$ cat src/rtl/cp0_exc_commit_pkg.sv
// CP0 register numbers, field constants and exception codes shared by the
// exception commit block, its timer and the bench.
package cp0_exc_commit_pkg;

    localparam logic [4:0] CP0_BADVADDR = 5'd8;
    localparam logic [4:0] CP0_COUNT    = 5'd9;
    localparam logic [4:0] CP0_COMPARE  = 5'd11;
    localparam logic [4:0] CP0_STATUS   = 5'd12;
    localparam logic [4:0] CP0_CAUSE    = 5'd13;
    localparam logic [4:0] CP0_EPC      = 5'd14;

    localparam logic [4:0] EXC_ADEL = 5'd4;
    localparam logic [4:0] EXC_ADES = 5'd5;

    localparam logic [31:0] EXC_VECTOR_DEF = 32'hBFC0_0380;

    function automatic logic is_addr_exc(input logic [4:0] code);
        return (code == EXC_ADEL) || (code == EXC_ADES);
    endfunction

endpackage

$ cat src/rtl/cp0_exc_commit_if.sv
// Commit bundle, MTC0/MFC0 port and front-end controls of the CP0 block.
interface cp0_exc_commit_if;

    logic        commit_valid;
    logic [31:0] pc;
    logic [31:0] badvaddr;
    logic [4:0]  excCode;
    logic        is_exc;
    logic        is_in_ds;
    logic        is_eret;
    logic [5:0]  hw_int;
    logic        mtc0_wen;
    logic [4:0]  mtc0_addr;
    logic [31:0] mtc0_wdata;
    logic [4:0]  mfc0_addr;
    logic [31:0] mfc0_rdata;
    logic        flush;
    logic [31:0] redirect_pc;
    logic        int_req;
    logic [31:0] epc_out;

    modport master (
        output commit_valid, pc, badvaddr, excCode, is_exc, is_in_ds,
        output is_eret, hw_int, mtc0_wen, mtc0_addr, mtc0_wdata,
        output mfc0_addr,
        input  mfc0_rdata, flush, redirect_pc, int_req, epc_out
    );

    modport slave (
        input  commit_valid, pc, badvaddr, excCode, is_exc, is_in_ds,
        input  is_eret, hw_int, mtc0_wen, mtc0_addr, mtc0_wdata,
        input  mfc0_addr,
        output mfc0_rdata, flush, redirect_pc, int_req, epc_out
    );

endinterface

$ cat src/rtl/cp0_exc_commit_timer.sv
// CP0 Count/Compare timer: prescaled Count, Compare match sets TI until
// Compare is rewritten.
module cp0_exc_commit_timer #(
    parameter int COUNT_DIV = 2
) (
    input  logic        clk,
    input  logic        reset,
    input  logic        count_we,
    input  logic        compare_we,
    input  logic [31:0] wdata,
    output logic [31:0] count,
    output logic [31:0] compare,
    output logic        ti
);

    logic presc;
    logic tick;

    assign tick = (COUNT_DIV == 1) ? 1'b1 : presc;

    always_ff @(posedge clk) begin
        if (reset) begin
            presc   <= 1'b0;
            count   <= '0;
            compare <= '0;
            ti      <= 1'b0;
        end else begin
            // A software write restarts the prescaler phase.
            if (count_we) begin
                count <= wdata;
                presc <= 1'b0;
            end else begin
                presc <= ~presc;
                if (tick) count <= count + 32'd1;
            end
            if (compare_we) begin
                compare <= wdata;
                ti      <= 1'b0;
            end else if (count == compare) begin
                ti <= 1'b1;
            end
        end
    end

endmodule

$ cat src/rtl/cp0_exc_commit.sv
// CP0 register file and exception/ERET commit point: updates CP0 state,
// issues the one-cycle flush/redirect and raises the interrupt request.
module cp0_exc_commit
    import cp0_exc_commit_pkg::*;
#(
    parameter logic [31:0] EXC_VECTOR = EXC_VECTOR_DEF,
    parameter int          COUNT_DIV  = 2
) (
    input logic               clk,
    input logic               reset,
    cp0_exc_commit_if.slave   bus
);

    logic        exc_c, eret_c, wen;
    logic [31:0] badvaddr_q, epc_q, redir_q;
    logic [7:0]  im;
    logic        exl, ie, bd, flush_q, ti;
    logic [4:0]  code;
    logic [5:0]  ip_hw;
    logic [1:0]  ip_sw;
    logic [31:0] count, compare;
    logic [31:0] status_r, cause_r, rdata;

    assign exc_c  = bus.commit_valid & bus.is_exc;
    assign eret_c = bus.commit_valid & bus.is_eret & ~bus.is_exc;
    // An exception in the same cycle swallows any MTC0.
    assign wen    = bus.mtc0_wen & ~exc_c;

    cp0_exc_commit_timer #(.COUNT_DIV(COUNT_DIV)) u_timer (
        .clk        (clk),
        .reset      (reset),
        .count_we   (wen && bus.mtc0_addr == CP0_COUNT),
        .compare_we (wen && bus.mtc0_addr == CP0_COMPARE),
        .wdata      (bus.mtc0_wdata),
        .count      (count),
        .compare    (compare),
        .ti         (ti)
    );

    always_ff @(posedge clk) begin
        if (reset) begin
            badvaddr_q <= '0;
            epc_q      <= '0;
            redir_q    <= '0;
            im         <= '0;
            exl        <= 1'b0;
            ie         <= 1'b0;
            bd         <= 1'b0;
            code       <= '0;
            ip_hw      <= '0;
            ip_sw      <= '0;
            flush_q    <= 1'b0;
        end else begin
            flush_q <= 1'b0;
            ip_hw   <= {bus.hw_int[5] | ti, bus.hw_int[4:0]};
            if (wen) begin
                unique case (1'b1)
                    (bus.mtc0_addr == CP0_STATUS): begin
                        im  <= bus.mtc0_wdata[15:8];
                        exl <= bus.mtc0_wdata[1];
                        ie  <= bus.mtc0_wdata[0];
                    end
                    (bus.mtc0_addr == CP0_CAUSE): ip_sw <= bus.mtc0_wdata[9:8];
                    (bus.mtc0_addr == CP0_EPC):   epc_q <= bus.mtc0_wdata;
                    default: ;
                endcase
            end
            if (exc_c) begin
                exl <= 1'b1;
                if (!exl) begin
                    epc_q <= bus.pc;
                    bd    <= bus.is_in_ds;
                end
                code <= bus.excCode;
                if (is_addr_exc(bus.excCode)) badvaddr_q <= bus.badvaddr;
                flush_q <= 1'b1;
                redir_q <= EXC_VECTOR;
            end else if (eret_c) begin
                exl     <= 1'b0;
                flush_q <= 1'b1;
                redir_q <= epc_q;
            end
        end
    end

    assign status_r = {9'b0, 1'b1, 6'b0, im, 6'b0, exl, ie};
    assign cause_r  = {bd, ti, 14'b0, ip_hw, ip_sw, 1'b0, code, 2'b0};

    always_comb begin
        rdata = '0;
        unique case (1'b1)
            (bus.mfc0_addr == CP0_BADVADDR): rdata = badvaddr_q;
            (bus.mfc0_addr == CP0_COUNT):    rdata = count;
            (bus.mfc0_addr == CP0_COMPARE):  rdata = compare;
            (bus.mfc0_addr == CP0_STATUS):   rdata = status_r;
            (bus.mfc0_addr == CP0_CAUSE):    rdata = cause_r;
            (bus.mfc0_addr == CP0_EPC):      rdata = epc_q;
            default:                         rdata = '0;
        endcase
    end

    assign bus.mfc0_rdata  = rdata;
    assign bus.flush       = flush_q;
    assign bus.redirect_pc = redir_q;
    assign bus.epc_out     = epc_q;
    assign bus.int_req     = ie & ~exl & |(im & {ip_hw, ip_sw});

endmodule

$ cat src/flat_wrapper.sv
// flat-port wrapper written by rule: the top's interface ports become plain ports
module cp0_exc_commit_flat import cp0_exc_commit_pkg::*;
#(
    parameter logic [31:0] EXC_VECTOR = EXC_VECTOR_DEF,
    parameter int          COUNT_DIV  = 2
)
  (clk, reset, bus_commit_valid, bus_pc, bus_badvaddr, bus_excCode, bus_is_exc, bus_is_in_ds, bus_is_eret, bus_hw_int, bus_mtc0_wen, bus_mtc0_addr, bus_mtc0_wdata, bus_mfc0_addr, bus_mfc0_rdata, bus_flush, bus_redirect_pc, bus_int_req, bus_epc_out);
  cp0_exc_commit_if bus_i ();
  input logic clk;
  input logic reset;
  input wire logic [$bits(bus_i.commit_valid)-1:0] bus_commit_valid;
  input wire logic [$bits(bus_i.pc)-1:0] bus_pc;
  input wire logic [$bits(bus_i.badvaddr)-1:0] bus_badvaddr;
  input wire logic [$bits(bus_i.excCode)-1:0] bus_excCode;
  input wire logic [$bits(bus_i.is_exc)-1:0] bus_is_exc;
  input wire logic [$bits(bus_i.is_in_ds)-1:0] bus_is_in_ds;
  input wire logic [$bits(bus_i.is_eret)-1:0] bus_is_eret;
  input wire logic [$bits(bus_i.hw_int)-1:0] bus_hw_int;
  input wire logic [$bits(bus_i.mtc0_wen)-1:0] bus_mtc0_wen;
  input wire logic [$bits(bus_i.mtc0_addr)-1:0] bus_mtc0_addr;
  input wire logic [$bits(bus_i.mtc0_wdata)-1:0] bus_mtc0_wdata;
  input wire logic [$bits(bus_i.mfc0_addr)-1:0] bus_mfc0_addr;
  output wire logic [$bits(bus_i.mfc0_rdata)-1:0] bus_mfc0_rdata;
  output wire logic [$bits(bus_i.flush)-1:0] bus_flush;
  output wire logic [$bits(bus_i.redirect_pc)-1:0] bus_redirect_pc;
  output wire logic [$bits(bus_i.int_req)-1:0] bus_int_req;
  output wire logic [$bits(bus_i.epc_out)-1:0] bus_epc_out;
  assign bus_i.commit_valid = bus_commit_valid;
  assign bus_i.pc = bus_pc;
  assign bus_i.badvaddr = bus_badvaddr;
  assign bus_i.excCode = bus_excCode;
  assign bus_i.is_exc = bus_is_exc;
  assign bus_i.is_in_ds = bus_is_in_ds;
  assign bus_i.is_eret = bus_is_eret;
  assign bus_i.hw_int = bus_hw_int;
  assign bus_i.mtc0_wen = bus_mtc0_wen;
  assign bus_i.mtc0_addr = bus_mtc0_addr;
  assign bus_i.mtc0_wdata = bus_mtc0_wdata;
  assign bus_i.mfc0_addr = bus_mfc0_addr;
  assign bus_mfc0_rdata = bus_i.mfc0_rdata;
  assign bus_flush = bus_i.flush;
  assign bus_redirect_pc = bus_i.redirect_pc;
  assign bus_int_req = bus_i.int_req;
  assign bus_epc_out = bus_i.epc_out;
  cp0_exc_commit #(.EXC_VECTOR(EXC_VECTOR), .COUNT_DIV(COUNT_DIV)) u_core (.clk(clk), .reset(reset), .bus(bus_i));
endmodule
$ cat config.mk
export PLATFORM = sky130hd
export DESIGN_NAME = cp0_exc_commit_flat
export DESIGN_NICKNAME = d
export VERILOG_FILES = /design/src/rtl/cp0_exc_commit_pkg.sv /design/src/rtl/cp0_exc_commit_if.sv /design/src/rtl/cp0_exc_commit_timer.sv /design/src/rtl/cp0_exc_commit.sv /design/src/flat_wrapper.sv
export SDC_FILE = /design/constraint.sdc
export NUM_CORES = 1
export LEC_CHECK = 0
export CAP_MARGIN = 20
export CORE_UTILIZATION = 44
export DETAILED_ROUTE_END_ITERATION = 8
export GPL_ROUTABILITY_DRIVEN = 0
export PLACE_DENSITY = 0.83
export SYNTH_ARGS = -nofsm -noshare
export SYNTH_HDL_FRONTEND = slang
export SYNTH_SLANG_ARGS = --single-unit
$ cat constraint.sdc
create_clock -name clk -period 2.1 [get_ports clk]
set_clock_uncertainty 0.2 [all_clocks]
set_input_delay 0.42 -clock clk [delete_from_list [all_inputs] [get_ports clk]]
set_output_delay 0.42 -clock clk [all_outputs]
set_load 0.05 [all_outputs]
==> flow_summary.ini <==
[outcome]
outcome = complete, but fails checks
violations = negative setup slack

[worst_setup_path]
cp-end-kind = output pin
crit_buf_inv = 4
worst_ep_arrival_time_ns = 1.86
cp_data_required_time_ns = 1.48
crit_path_frequent_cell = buf_12
cpLargestDelayFamily = simple AND/OR/NAND/NOR gates
r2r-end = u_core.u_timer.count[24]
worst_setup_path_start_kind = input pin
cp_max_fo = 15
r2r_cells = 5
slowest_stage = or3b_4
r2r_slack_ns = 0.05
critPathMaxStageDelay_ns = 0.44
r2r_start = u_core.u_timer.count[5]
cp_cell_sequence = buf_6 -> or3b_4 -> buf_12 -> nor2_4 -> buf_12 -> a22oi_1 -> nand3_4 -> buf_12
worstSetupPathType = input pin to output pin

[grt]
overflow = 0
antenna_found_initial = 0
grt_usage_pct = 31.42
grt_start_max_net_pins = 60
grt_pass1_wl_microns = 48310
grt_pass1_vias = 8844

[clock_network]
clock_latency_ns = 0.44
cts_buffers = 17
htreeDepth = 4
cts_max_path_buffers = 2
clock-sinks = 187
holdBufCountCts = 0
cts_root_buf = clkbuf_16
path_clk_slew_ns = 0.07
cts_tree = yes

[place]
dp_slack_ns = -0.7532
hpwl_microns = 22150
io_buffers = 221
placed_area_sq_um = 12100
placed_cells = 1525

[logic_synthesis]
synth_top_family_by_area = simple AND/OR/NAND/NOR gates
synthFlopType = dfxtp_1
synth_cell_type_count = 46
synth_mux_area_share_pct = 5.618
synth-simple-area-share_pct = 21.26
ys_warn_count = 0
synth_seq_area_share_pct = 43.66
synth_async_sr_flop_share_pct = 0
yosysTopAreaCell = dfxtp_1
synth_nets = 1159
synth_top_cells_by_area = dfxtp_1 44%, nand2_1 9.5%, a21oi_1 5.5%
synth_compound_area_share_pct = 18.91
yosysTopAreaCellShare_pct = 43.66
synthAdderAreaFrac_pct = 0.1459
yosys_register_bits = 187
netlist_area_sq_um = 8574
syn_inst = 1034
synth_edf_count = 0
avgSynthCellArea_sq_um = 8.293
synthXorXnorAreaFrac_pct = 6.333

[pwr]
finalPower_mw = 8.224
cellPowerDensity_nw_per_um2 = 622.2
p_leak_nw = 5.151
max-vdd-ir-drop_uv = 618.3

[min_path]
hold_path_depth = 2
worstHoldPathType = input pin to register
hp-start = reset
hold_end = u_core.bus.redirect_pc[7]

[detailed_routing]
wl_microns = 32060
vias = 9247
route.detailed.drc = 0
drt-vias-per-instance = 5.856
antenna_left = 0
firstDrtPassIters = 8
dr.first_iter.drc_count = 1043
wl_per_cell_microns = 20.31

[sta]
setup-tns-final_ns = -11.22
setup_viol = 33
rsz0062_at_grt = true
hold_viol = 0
worst_slew_pin_slew_ns = 0.4828
worst_slew_margin_rel_pct = 67.82
period_needed_ns = 2.476
whs_ns = 0.2070
slew_violations = 0
fmax_ghz = 0.4039
fin_crit_sh_pct = 117.9
final.setup.worst_slack_ns = -0.3760

[run]
cap_violations = 0

[die]
die_area_sq_um = 20050
initial_utilization_pct = 45.38
num_rows = 50
die_w_microns = 141.6
die_height_microns = 141.6
coreArea_sq_um = 18890
io_pins = 222

[finish]
stdcell_area_sq_um = 13220
nFillCells = 1364
syn2layout_area_growth_pct = 54.15
drive_gt1_share_pct = 25.95
nNetsFinal = 1430
fin_cells = 1579
final_util_pct = 69.96
==> repair_timing <==
item | CTS | global route
pin swaps | 26 | 31
hold endpoints to repair | 0 | 0
setup buffers | 13 | 4
resized for setup | 79 | 27
endpoints found under the setup margin | 49 | 122
gates cloned | 6 | 2
==> report_power, final <==
group / leakage, nW / switching (mW) / internal [mW]
registers: 1.52 / 0.115 / 3.66
logic: 3.36 / 0.683 / 0.544
clock network: 0.274 / 1.40 / 1.82
==> worst register-to-register path, cell delays in order, from the launching register on <==
cell and delay [ns]:
dfxtp_1 0.40, nand4_4 0.23, nor4_4 0.44, nand3b_1 0.16, or3_1 0.34, a31oi_1 0.19
==> how the worst max path moves through the flow <==
stage	from	slack, ns	end	depth (start not counted)
6_report	bus_mfc0_addr[4]	-0.38	bus_mfc0_rdata[14]	8
5_1_grt	bus_mfc0_addr[4]	-0.43	bus_mfc0_rdata[11]	8
4_1_cts	bus_mfc0_addr[2]	-0.38	bus_mfc0_rdata[4]	9
3_5_place_dp	bus_mfc0_addr[3]	-0.75	bus_mfc0_rdata[18]	7
3_3_place_gp	bus_mfc0_addr[3]	-0.70	bus_mfc0_rdata[20]	7
2_1_floorplan	bus_mfc0_addr[4]	-0.09	bus_mfc0_rdata[20]	5
==> logic make-up after synthesis <==
family,Yosys count
compound gates,245
xor+xnor,62
fa+ha+maj,1
buf+inv,88
flops,187
mux,48
simple gates,403
==> cell usage after synthesis (2+ instances only) <==
cell type,n
buf_2,13
nor2_1,95
a22oi_1,63
nand4_1,24
inv_1,4
nand2_1,216
a21oi_1,95
nor3_1,6
dfxtp_1,187
xnor2_1,39
nand3_1,19
and2_1,2
nand3b_1,2
o22ai_1,10
nand4b_1,2
mux2i_1,47
nor4bb_1,2
a211oi_1,62
nor4_2,2
nor4_1,6
nor2b_1,5
nor4_4,3
clkbuf_1,66
xor2_1,23
clkbuf_2,2
and4_1,3
and3_1,3
nand2b_1,4
a222oi_1,10
buf_1,3
==> cell type report <==
class / instances / area, sq um / area share (%)
Multi-Input combinational cell: 759 / 4933 / 37.32
Sequential cell: 187 / 3747 / 28.35
Timing Repair Buffer: 336 / 3612 / 27.33
Clock buffer: 23 / 467.9 / 3.540
Tap cell: 260 / 325.3 / 2.461
Clock inverter: 9 / 113.9 / 0.8614
Inverter: 4 / 15.01 / 0.1136
Antenna cell: 1 / 2.502 / 0.01893
==> flip-flops by register name, summed over array words and instances, names as in the netlist <==
register / cells
u_core.badvaddr_q: 32
u_core.bd: 1
u_core.bus.epc_out: 32
u_core.bus.flush: 1
u_core.bus.redirect_pc: 32
u_core.code: 5
u_core.exl: 1
u_core.ie: 1
u_core.im: 8
u_core.ip_hw: 6
u_core.ip_sw: 2
u_core.u_timer.compare: 32
u_core.u_timer.count: 32
u_core.u_timer.presc: 1
u_core.u_timer.ti: 1
==> cell usage in the layout, fill, tap and decap left out, drive strengths merged, types with 39 or more instances in the layout <==
cell type / n
a21oi: 95
nor2: 95
buf: 217
dfxtp: 187
clkdlybuf4s50: 114
mux2i: 47
a22oi: 63
xnor2: 39
a211oi: 63
nand2: 216
==> per-layer routing <==
layer  global-route usage [%]  part of all wire (%)  vias to the layer above
li1                         -                     -                     4206
met1                    40.00                    40                     4419
met2                    51.59                    47                      522
met3                    6.007                   8.5                      100
met4                    14.20                   4.2                        0
met5                        0                     0                        -
(Power assumes the default switching activity.)
